[config.mk]
export PLATFORM = sky130hd
export DESIGN_NAME = multicycle_controller
export DESIGN_NICKNAME = d
export VERILOG_FILES = /design/src/rtl/multicycle_controller.sv
export SDC_FILE = /design/constraint.sdc
export NUM_CORES = 1
export LEC_CHECK = 0
export BUFFER_PORTS_ARGS = -buffer_cell sky130_fd_sc_hd__buf_4
export CORE_ASPECT_RATIO = 0.75
export CORE_MARGIN = 2
export CORE_UTILIZATION = 52
export DETAILED_ROUTE_END_ITERATION = 12
export GPL_TIMING_DRIVEN = 0
export PLACE_DENSITY = 0.89
export SLEW_MARGIN = 20
export SYNTH_ARGS = -nofsm -noshare
export SYNTH_HDL_FRONTEND = slang
export SYNTH_SLANG_ARGS = --single-unit
[constraint.sdc]
create_clock -name clk -period 2.11 [get_ports clk]
set_input_delay 0 -clock clk [delete_from_list [all_inputs] [get_ports clk]]
set_output_delay 0 -clock clk [all_outputs]
set_load 0.01 [all_outputs]
[src/rtl/multicycle_controller.sv]
// multicycle_controller: FSM sequencing RV32I instructions through
// FETCH/DECODE/EXEC/MEM/WB with per-state datapath controls, memory
// wait handshakes, a bounded wait timeout and sticky error flags.
// Optional feature: define MULTICYCLE_CONTROLLER_PERF_EN to add the
// perf_cycles / perf_retired counter ports.
module multicycle_controller #(
  parameter int MEM_TIMEOUT = 15,
  parameter int CNT_W       = 4,
  parameter int ALUOP_W     = 2
) (
  input  logic               clk,
  input  logic               reset_n,
  input  logic [6:0]         Opcode,
  input  logic               imem_ready,
  input  logic               dmem_ready,
  output logic               IMemReq,
  output logic               IRWrite,
  output logic               PCWrite,
  output logic               ALUSrc,
  output logic               MemtoReg,
  output logic               RegWrite,
  output logic               MemRead,
  output logic               MemWrite,
  output logic [ALUOP_W-1:0] ALUOp,
  output logic               Branch,
  output logic [2:0]         state_o,
  output logic               err_illegal,
  output logic               err_timeout
`ifdef MULTICYCLE_CONTROLLER_PERF_EN
  ,
  output logic [31:0]        perf_cycles,
  output logic [31:0]        perf_retired
`endif
);

  typedef enum logic [2:0] {
    S_RST    = 3'd0,
    S_FETCH  = 3'd1,
    S_DECODE = 3'd2,
    S_EXEC   = 3'd3,
    S_MEM    = 3'd4,
    S_WB     = 3'd5,
    S_TRAP   = 3'd6
  } state_t;

  localparam logic [6:0] OP_R  = 7'b0110011;
  localparam logic [6:0] OP_I  = 7'b0010011;
  localparam logic [6:0] OP_LW = 7'b0000011;
  localparam logic [6:0] OP_SW = 7'b0100011;
  localparam logic [6:0] OP_BR = 7'b1100011;

  localparam logic [CNT_W-1:0] TIMEOUT_C = CNT_W'(MEM_TIMEOUT);
  localparam logic             TIMEOUT_EN = (MEM_TIMEOUT != 0);

  state_t           state_q, state_d;
  logic [6:0]       op_q, op_d;
  logic [CNT_W-1:0] cnt_q, cnt_d;
  logic             err_illegal_q, err_illegal_d;
  logic             err_timeout_q, err_timeout_d;

  logic [CNT_W-1:0] cnt_inc;
  logic             waiting;
  logic             timeout_hit;
  logic [1:0]       aluop_lo;

  // Same ALUOp encoding as the single-cycle decoder.
  function automatic logic [1:0] alu_op_for(input logic [6:0] op);
    case (op)
      OP_R, OP_I: return 2'b10;
      OP_BR:      return 2'b01;
      default:    return 2'b00;
    endcase
  endfunction

  // Wait tracking: count of wait cycles including the current one, saturating.
  always_comb begin
    cnt_inc     = (cnt_q == '1) ? cnt_q : cnt_q + 1'b1;
    waiting     = ((state_q == S_FETCH) && !imem_ready) ||
                  ((state_q == S_MEM)   && !dmem_ready);
    timeout_hit = TIMEOUT_EN && waiting && (cnt_inc == TIMEOUT_C);
  end

  // Next-state logic, opcode latch, wait counter and sticky error flags.
  always_comb begin
    state_d       = state_q;
    op_d          = op_q;
    err_illegal_d = err_illegal_q;
    err_timeout_d = err_timeout_q;
    case (state_q)
      S_RST:   state_d = S_FETCH;
      S_FETCH: begin
        if (imem_ready) begin
          state_d = S_DECODE;
        end else if (timeout_hit) begin
          state_d       = S_TRAP;
          err_timeout_d = 1'b1;
        end
      end
      S_DECODE: begin
        op_d = Opcode;
        case (Opcode)
          OP_R, OP_I, OP_LW, OP_SW, OP_BR: state_d = S_EXEC;
          default: begin
            state_d       = S_TRAP;
            err_illegal_d = 1'b1;
          end
        endcase
      end
      S_EXEC: begin
        case (op_q)
          OP_R, OP_I:   state_d = S_WB;
          OP_LW, OP_SW: state_d = S_MEM;
          OP_BR:        state_d = S_FETCH;
          default:      state_d = S_TRAP;
        endcase
      end
      S_MEM: begin
        if (dmem_ready) begin
          state_d = (op_q == OP_LW) ? S_WB : S_FETCH;
        end else if (timeout_hit) begin
          state_d       = S_TRAP;
          err_timeout_d = 1'b1;
        end
      end
      S_WB:    state_d = S_FETCH;
      S_TRAP:  state_d = S_TRAP;
      default: state_d = S_TRAP;
    endcase

    // Any state change (in particular entry to FETCH or MEM) restarts the count.
    if (state_d != state_q) begin
      cnt_d = '0;
    end else if (waiting) begin
      cnt_d = cnt_inc;
    end else begin
      cnt_d = cnt_q;
    end
  end

  // State and control registers with asynchronous active-low reset.
  always_ff @(posedge clk or negedge reset_n) begin
    if (!reset_n) begin
      state_q       <= S_RST;
      op_q          <= '0;
      cnt_q         <= '0;
      err_illegal_q <= 1'b0;
      err_timeout_q <= 1'b0;
    end else begin
      state_q       <= state_d;
      op_q          <= op_d;
      cnt_q         <= cnt_d;
      err_illegal_q <= err_illegal_d;
      err_timeout_q <= err_timeout_d;
    end
  end

  // Per-state datapath controls; only the ready handshakes feed through.
  always_comb begin
    IMemReq  = 1'b0;
    IRWrite  = 1'b0;
    PCWrite  = 1'b0;
    ALUSrc   = 1'b0;
    MemtoReg = 1'b0;
    RegWrite = 1'b0;
    MemRead  = 1'b0;
    MemWrite = 1'b0;
    Branch   = 1'b0;
    aluop_lo = 2'b00;
    case (state_q)
      S_FETCH: begin
        IMemReq = 1'b1;
        IRWrite = imem_ready;
      end
      S_EXEC: begin
        aluop_lo = alu_op_for(op_q);
        ALUSrc   = (op_q == OP_LW) || (op_q == OP_SW) || (op_q == OP_I);
        if (op_q == OP_BR) begin
          Branch  = 1'b1;
          PCWrite = 1'b1;
        end
      end
      S_MEM: begin
        ALUSrc = 1'b1;
        if (op_q == OP_LW) begin
          MemRead = 1'b1;
        end else begin
          MemWrite = 1'b1;
          PCWrite  = dmem_ready;
        end
      end
      S_WB: begin
        RegWrite = 1'b1;
        PCWrite  = 1'b1;
        MemtoReg = (op_q == OP_LW);
        aluop_lo = alu_op_for(op_q);
      end
      default: ;
    endcase
    ALUOp      = '0;
    ALUOp[1:0] = aluop_lo;
  end

  assign state_o     = state_q;
  assign err_illegal = err_illegal_q;
  assign err_timeout = err_timeout_q;

`ifdef MULTICYCLE_CONTROLLER_PERF_EN
  logic [31:0] perf_cycles_q, perf_cycles_d;
  logic [31:0] perf_retired_q, perf_retired_d;

  // Active-cycle and retired-instruction counters, wrapping naturally.
  always_comb begin
    perf_cycles_d  = perf_cycles_q;
    perf_retired_d = perf_retired_q;
    if ((state_q != S_RST) && (state_q != S_TRAP)) begin
      perf_cycles_d = perf_cycles_q + 32'd1;
    end
    if (PCWrite) begin
      perf_retired_d = perf_retired_q + 32'd1;
    end
  end

  // Performance counter registers.
  always_ff @(posedge clk or negedge reset_n) begin
    if (!reset_n) begin
      perf_cycles_q  <= '0;
      perf_retired_q <= '0;
    end else begin
      perf_cycles_q  <= perf_cycles_d;
      perf_retired_q <= perf_retired_d;
    end
  end

  assign perf_cycles  = perf_cycles_q;
  assign perf_retired = perf_retired_q;
`endif

endmodule

# Word level (Yosys, flattened, before mapping)
# Cells that the tools add are included.
[word_totals] regBits=16 elab_cells=74 inputBits=11 out_inout_bits=16
[classes] add_sub_neg=1 n_eq_ne=20 bitwise_logic=1 reduce_logical=18 muxes=29
[ops] cell="7-bit by 6-bit == test with 1-bit output, second input constant" count=4
[ops] cell="3-bit two-way mux" count=5
[ops] cell="3-bit case mux with 5 select lines" count=1
[ops] cell="7-bit by 2-bit == test with 1-bit output, second input constant" count=2
[ops] cell="7-bit by 5-bit == test with 1-bit output, second input constant" count=2
[ops] cell="7-bit == test, second input constant" count=2
[ops] cell="1-bit two-way mux" count=14
[ops] cell="4-bit two-way mux" count=3
[ops] cell="3-bit case mux with 3 select lines" count=1
[ops] cell="4-bit == test, second input constant" count=2
[ops] cell="2-bit OR reduction" count=4
[ops] cell="3-bit by 2-bit == test with 1-bit output, second input constant" count=2
[ops] cell="3-bit == test, second input constant" count=2
[ops] cell="5-bit OR reduction" count=1
[ops] cell="4-bit by 1-bit adder with 4-bit output, second input constant" count=1
[ops] cell="2-bit != test, second input constant" count=2
[ops] cell="1-bit case mux with 2 select lines" count=2
[ops] cell="2-bit case mux with 2 select lines" count=1
[ops] cell="2-bit nonzero test" count=2
[ops] cell="3-bit by 1-bit == test with 1-bit output, second input constant" count=1
[ops] cell="1-bit logical AND" count=3
[ops] cell="3-bit zero test" count=1
[ops] cell="1-bit logical OR" count=3
[ops] cell="3-bit != test" count=1
[ops] cell="6 further kinds" count=7

# Longest topological paths before layout
[depth] ltp_word=9 ltp_mapped=6 ltp_nobuf=6

# Least setup slack after synthesis
# OpenSTA, ideal clock, no wires.
[synth_path] kind="reg2reg" startpoint="register cnt_q[0]" endpoint="register cnt_q[0]" path_stages_with_launch=7 synth_period_minus_slack_ns=1.700 setup_slack_ns=0.410 setup_time_ns=0.126 t_required_ns=1.984 n_path_buf=0 arrival_time_ns=1.574 cell_sequence="dfrtp_1 -> ha_1 -> xnor2_1 -> o32ai_2 -> a22oi_1 -> nand3_1 -> nor3_1"
[synth_between] elab_chain_cells=9 elab_cells_between_ends=13 cone_classes="1 x add/sub; 3 x eq/ne; 7 x mux; 2 x reduce/logical"
[synth_rtl] item="start: declaration" line="57" rtl="logic [CNT_W-1:0] cnt_q, cnt_d;"
[synth_rtl] item="start signal: assignment" line="151" rtl="cnt_q <= cnt_d;"
[synth_rtl] item="4-bit by 1-bit adder with 4-bit output / 4-bit == test (equally long branches)" line="77" rtl="cnt_inc = (cnt_q == '1) ? cnt_q : cnt_q + 1'b1;"
[synth_rtl] item="4-bit two-way mux (*)" line="77"
[synth_rtl] item="4-bit == test" line="80" rtl="timeout_hit = TIMEOUT_EN && waiting && (cnt_inc == TIMEOUT_C);"
[synth_rtl] item="1-bit logical AND" line="80"
[synth_rtl] item="3-bit two-way mux" line="94, 120"
[synth_rtl] item="3-bit two-way mux, on equally long branches" line="118, 92"
[synth_rtl] item="3-bit case mux with 5 select lines" line="89" rtl="case (state_q)"
[synth_rtl] item="3-bit != test" line="131" rtl="if (state_d != state_q) begin"
[synth_rtl] item="4-bit two-way mux / 2-bit nonzero test (equally long branches)"
# Mark *: on every way between the ends. The rest lies on a longest branch, timed or not. The select of a mux whose other input is x is not followed.
# A chain may end at the register's enable or synchronous reset.

# Worst setup path after layout
# Ends and elaborated chain as after synthesis.

==> impl_results.md <==
* Status: finished, final reports clean
* Clock Power Share at ~14%
* HP Start: dmem_ready
* Final std cells w/o fill at 174
* Leakage at ~0.64 nW
* Largest area contributor in the synthesized netlist: dfrtp_1
* H-tree lvl count at 1
* Clock slew at the register clock pins of the worst setup and hold paths at 0.11 ns
* WL final at 2.68 mm
* CTS tree: yes
* PortBufs at 26
* Post-Syn Area at around 1100 sq um
* CP bufs+invs at 0
* Startpoint Class: flip-flop
* Leading register cell type out of synthesis: dfrtp_1
* Switch Pwr at 0.000631 W
* Count leader, synth: dfrtp_1
* Area share of the largest cell type after synthesis at 37.4%
* Worst Tran Pin Value at 0.663 ns
* Worst reg-to-reg path cell count at 6
* Vias in the first global route at 922
* Layout cells sized above 1 at 33.3%
* Final hold vios at 0
* Grt ovf at 0
* Pwr/cell area at ~1100 nW/um^2
* # setup viols final at 0
* Combinational share of power at between 50% and 60%
* Avg Inst Size Synth at around 9.6 sq um
* Required @ worst endpoint at 2.28 ns
* Placeable Area at roughly 2000 sq um
* Via/cell ratio at 6.14
* CTS sink cnt at 16
* Hold Path Class: in -> reg
* Worst hold slack at 0.0723 ns
* Post-synth top cells: dfrtp_1 (16), nand2_1 (10), mux2_2 (7), nand3_1 (7)
* Final Skew at 0.0168 ns
* Synth top area cells: dfrtp_1 (37%), mux2_2 (7.4%), nand2_1 (3.5%)
* Die Area at between 2000 and 2500 sq um
* Worst Hold Path Cells at 4
* Sequential share of the synthesized area at about 37%
* Nets at around 160
* Post-synth EDFFs at 0
* Drt drc at 0
* Total GRT Usage at 23.9%
* Die Y at 43.3 um
* Seq cells post-synth at 16
* Final Cycle Share at 93.1%
* First-pass GRT wire length at between 4 and 5 mm
* Reg-to-reg slack, setup at roughly 0.15 ns
* Maximum clock frequency at 0.509 GHz
* Crit end category: flip-flop
* Slew headroom at a little under three fifths
* Antenna diodes at 0
* CTS Buffer Depth at 2
* Critical Path, Cell by Cell: ha_1, xnor2_2, o311ai_1, a31oi_1, o22ai_2, nor3_1
* M1 GR Usage at between 30 and 40%
* Via count at 1069
* Yosys warnings at 0
* Met2 Use GR at between 30% and 40%
* Reg-to-Reg Start: cnt_q[0]
* Worst hold path endpoint: state_o[2]
* Top delay family on crit path: compound AO/OA/AOI/OAI gates
* Starting Density at around 54%
* # fillers at 139
* Placer Congestion at roughly 0.9
* Clock root buffer: clkbuf_4
* IO Count at 27
* Asr flop ratio synth at 100%
* Worst Path Class, Setup: reg -> reg
* Chip Width at 56.4 um
* WP data arrival at 2.14 ns
* Largest net degree at the start of global routing at 17
* Area grow syn2layout at 33.6%
* Crit path largest cell delay at 0.48 ns
* Sequential Power Share at 35.1%
* Synth Instances at 112
* Crit path max fanout at 6
* Initial antenna violation count at 0
* Crit. path cell count at 6
* Pint at 0.000892 W
* Final Max Tran Viols at 0
* Net count after synthesis at 124
* Crit path time final at between 1.5 and 2 ns
* HPWL Detailed at between 1.5 and 2 mm
* Slowest-stage cell, CP: dfrtp_1
* Total CTS buffers at 3
* Rows at 14
* Maximum capacitance violations at 0
* Net Sw Frac at 41.4%
* First-pass DRT Iterations at 4
* R2r endpoint: cnt_q[0]
* Number of distinct library cells after synthesis at 47
* Placed cells at 162
* Global routing's busiest layer: met2
* Violation count after the first detailed-route iteration at slightly below 90
* DR WL/cell at 15.4 um
* Skew-Pair Late Insertion Delay at 0.30 ns
* Met3 Use GR at 6.40%
* Post-route ant nets at 0
* Max VDD drop at 683 uV
-- power groups by stage --
stage          logic, W  clock network [W]  registers (W)
3_5_place_dp   0.000757                  0       0.000533
3_3_place_gp   0.000739                  0       0.000524
2_1_floorplan  0.000549                  0       0.000511
4_1_cts        0.000773           0.000211       0.000527
5_1_grt        0.000847           0.000223       0.000554
6_report       0.000778           0.000210       0.000535
-- placed cells by master, fill, tap and decap left out, drive strengths merged, types with 2 or more instances in the layout --
| master | count |
|---|---|
| buf | 29 |
| dfrtp | 16 |
| nand2 | 10 |
| dlygate4sd3 | 8 |
| nand3 | 7 |
| mux2 | 7 |
| nor3 | 6 |
| inv | 5 |
| nor2 | 5 |
| nor2b | 4 |
| nand2b | 4 |
| clkbuf | 4 |
| nand4 | 3 |
| mux2i | 3 |
| a21o | 3 |
| a21oi | 3 |
| o21ai | 3 |
| a211o | 2 |
| a31oi | 2 |
| and3 | 2 |
| or2 | 2 |
| a211oi | 2 |
-- layer usage --
metal	vias to the layer above	part of all wire [%]
met1	500	47
met5	-	0
met2	56	43
met4	0	1.5
met3	8	8.3
li1	505	-
-- final cells by class --
type / instances / area, sq um / share of cell area, %
well taps: 24 / 30.0 / 2.10
plain buffers: 3 / 23.8 / 1.66
flip-flops and latches: 16 / 400 / 28.0
inverters: 5 / 18.8 / 1.31
repair buffers: 34 / 275 / 19.2
clock buffers: 4 / 36.3 / 2.53
multi-input cells: 88 / 647 / 45.2
-- timing repair --
action | 4_1_cts | 5_1_grt
resized for setup | 0 | 2
hold buffers | 8 | 0
endpoints found under the setup margin | 0 | 2
buffers inserted | 0 | 0
endpoints found under the hold margin | 23 | 0
-- worst register-to-register path: stages, from the launching register on --
cell      delay (ns)
dfrtp_1         0.48
ha_1            0.33
xnor2_2         0.19
o311ai_1        0.35
a31oi_1         0.15
o22ai_2         0.27
nor3_1          0.08
-- worst max path at each step --
stage	startpoint	end	slack, ns
after floorplan	cnt_q[0]	cnt_q[0]	0.41
after global placement	cnt_q[0]	cnt_q[1]	0.21
after detailed placement	cnt_q[0]	cnt_q[0]	0.16
after CTS	cnt_q[0]	cnt_q[0]	0.14
after global routing	cnt_q[0]	cnt_q[2]	-0.01
final	cnt_q[0]	cnt_q[0]	0.15
-- registers in the layout, indices dropped and copies added, names as in the netlist --
signal       flops
cnt_q            4
err_illegal      1
err_timeout      1
op_q             7
state_o          3
-- logic make-up after synthesis --
logic type | share of synthesized area (%)
AOI/OAI and AO/OA | 19.7
adders and majority gates | 1.17
and+or+nand+nor | 25.9
DFF | 37.4
xor gates and xnor gates | 1.64
muxes | 10.2
buffers and inverters | 3.97
-- metrics by stage --
| stage | instance area, sq um | util, % | worst slack, ns | setup TNS [ns] | power (W) |
|---|---|---|---|---|---|
| finish | 1430 | 72.3 | 0.145 | 0 | 0.00152 |
| global route | 1430 | 72.3 | -0.0116 | -0.0116 | 0.00162 |
| CTS | 1410 | 71.4 | 0.144 | 0 | 0.00151 |
| detailed placement | 1300 | 65.5 | 0.161 | 0 | 0.00129 |
| global placement | 1300 | 65.5 | 0.211 | 0 | 0.00126 |
| floorplan | 1070 | - | 0.410 | 0 | 0.00106 |
(Power assumes the default switching activity.)
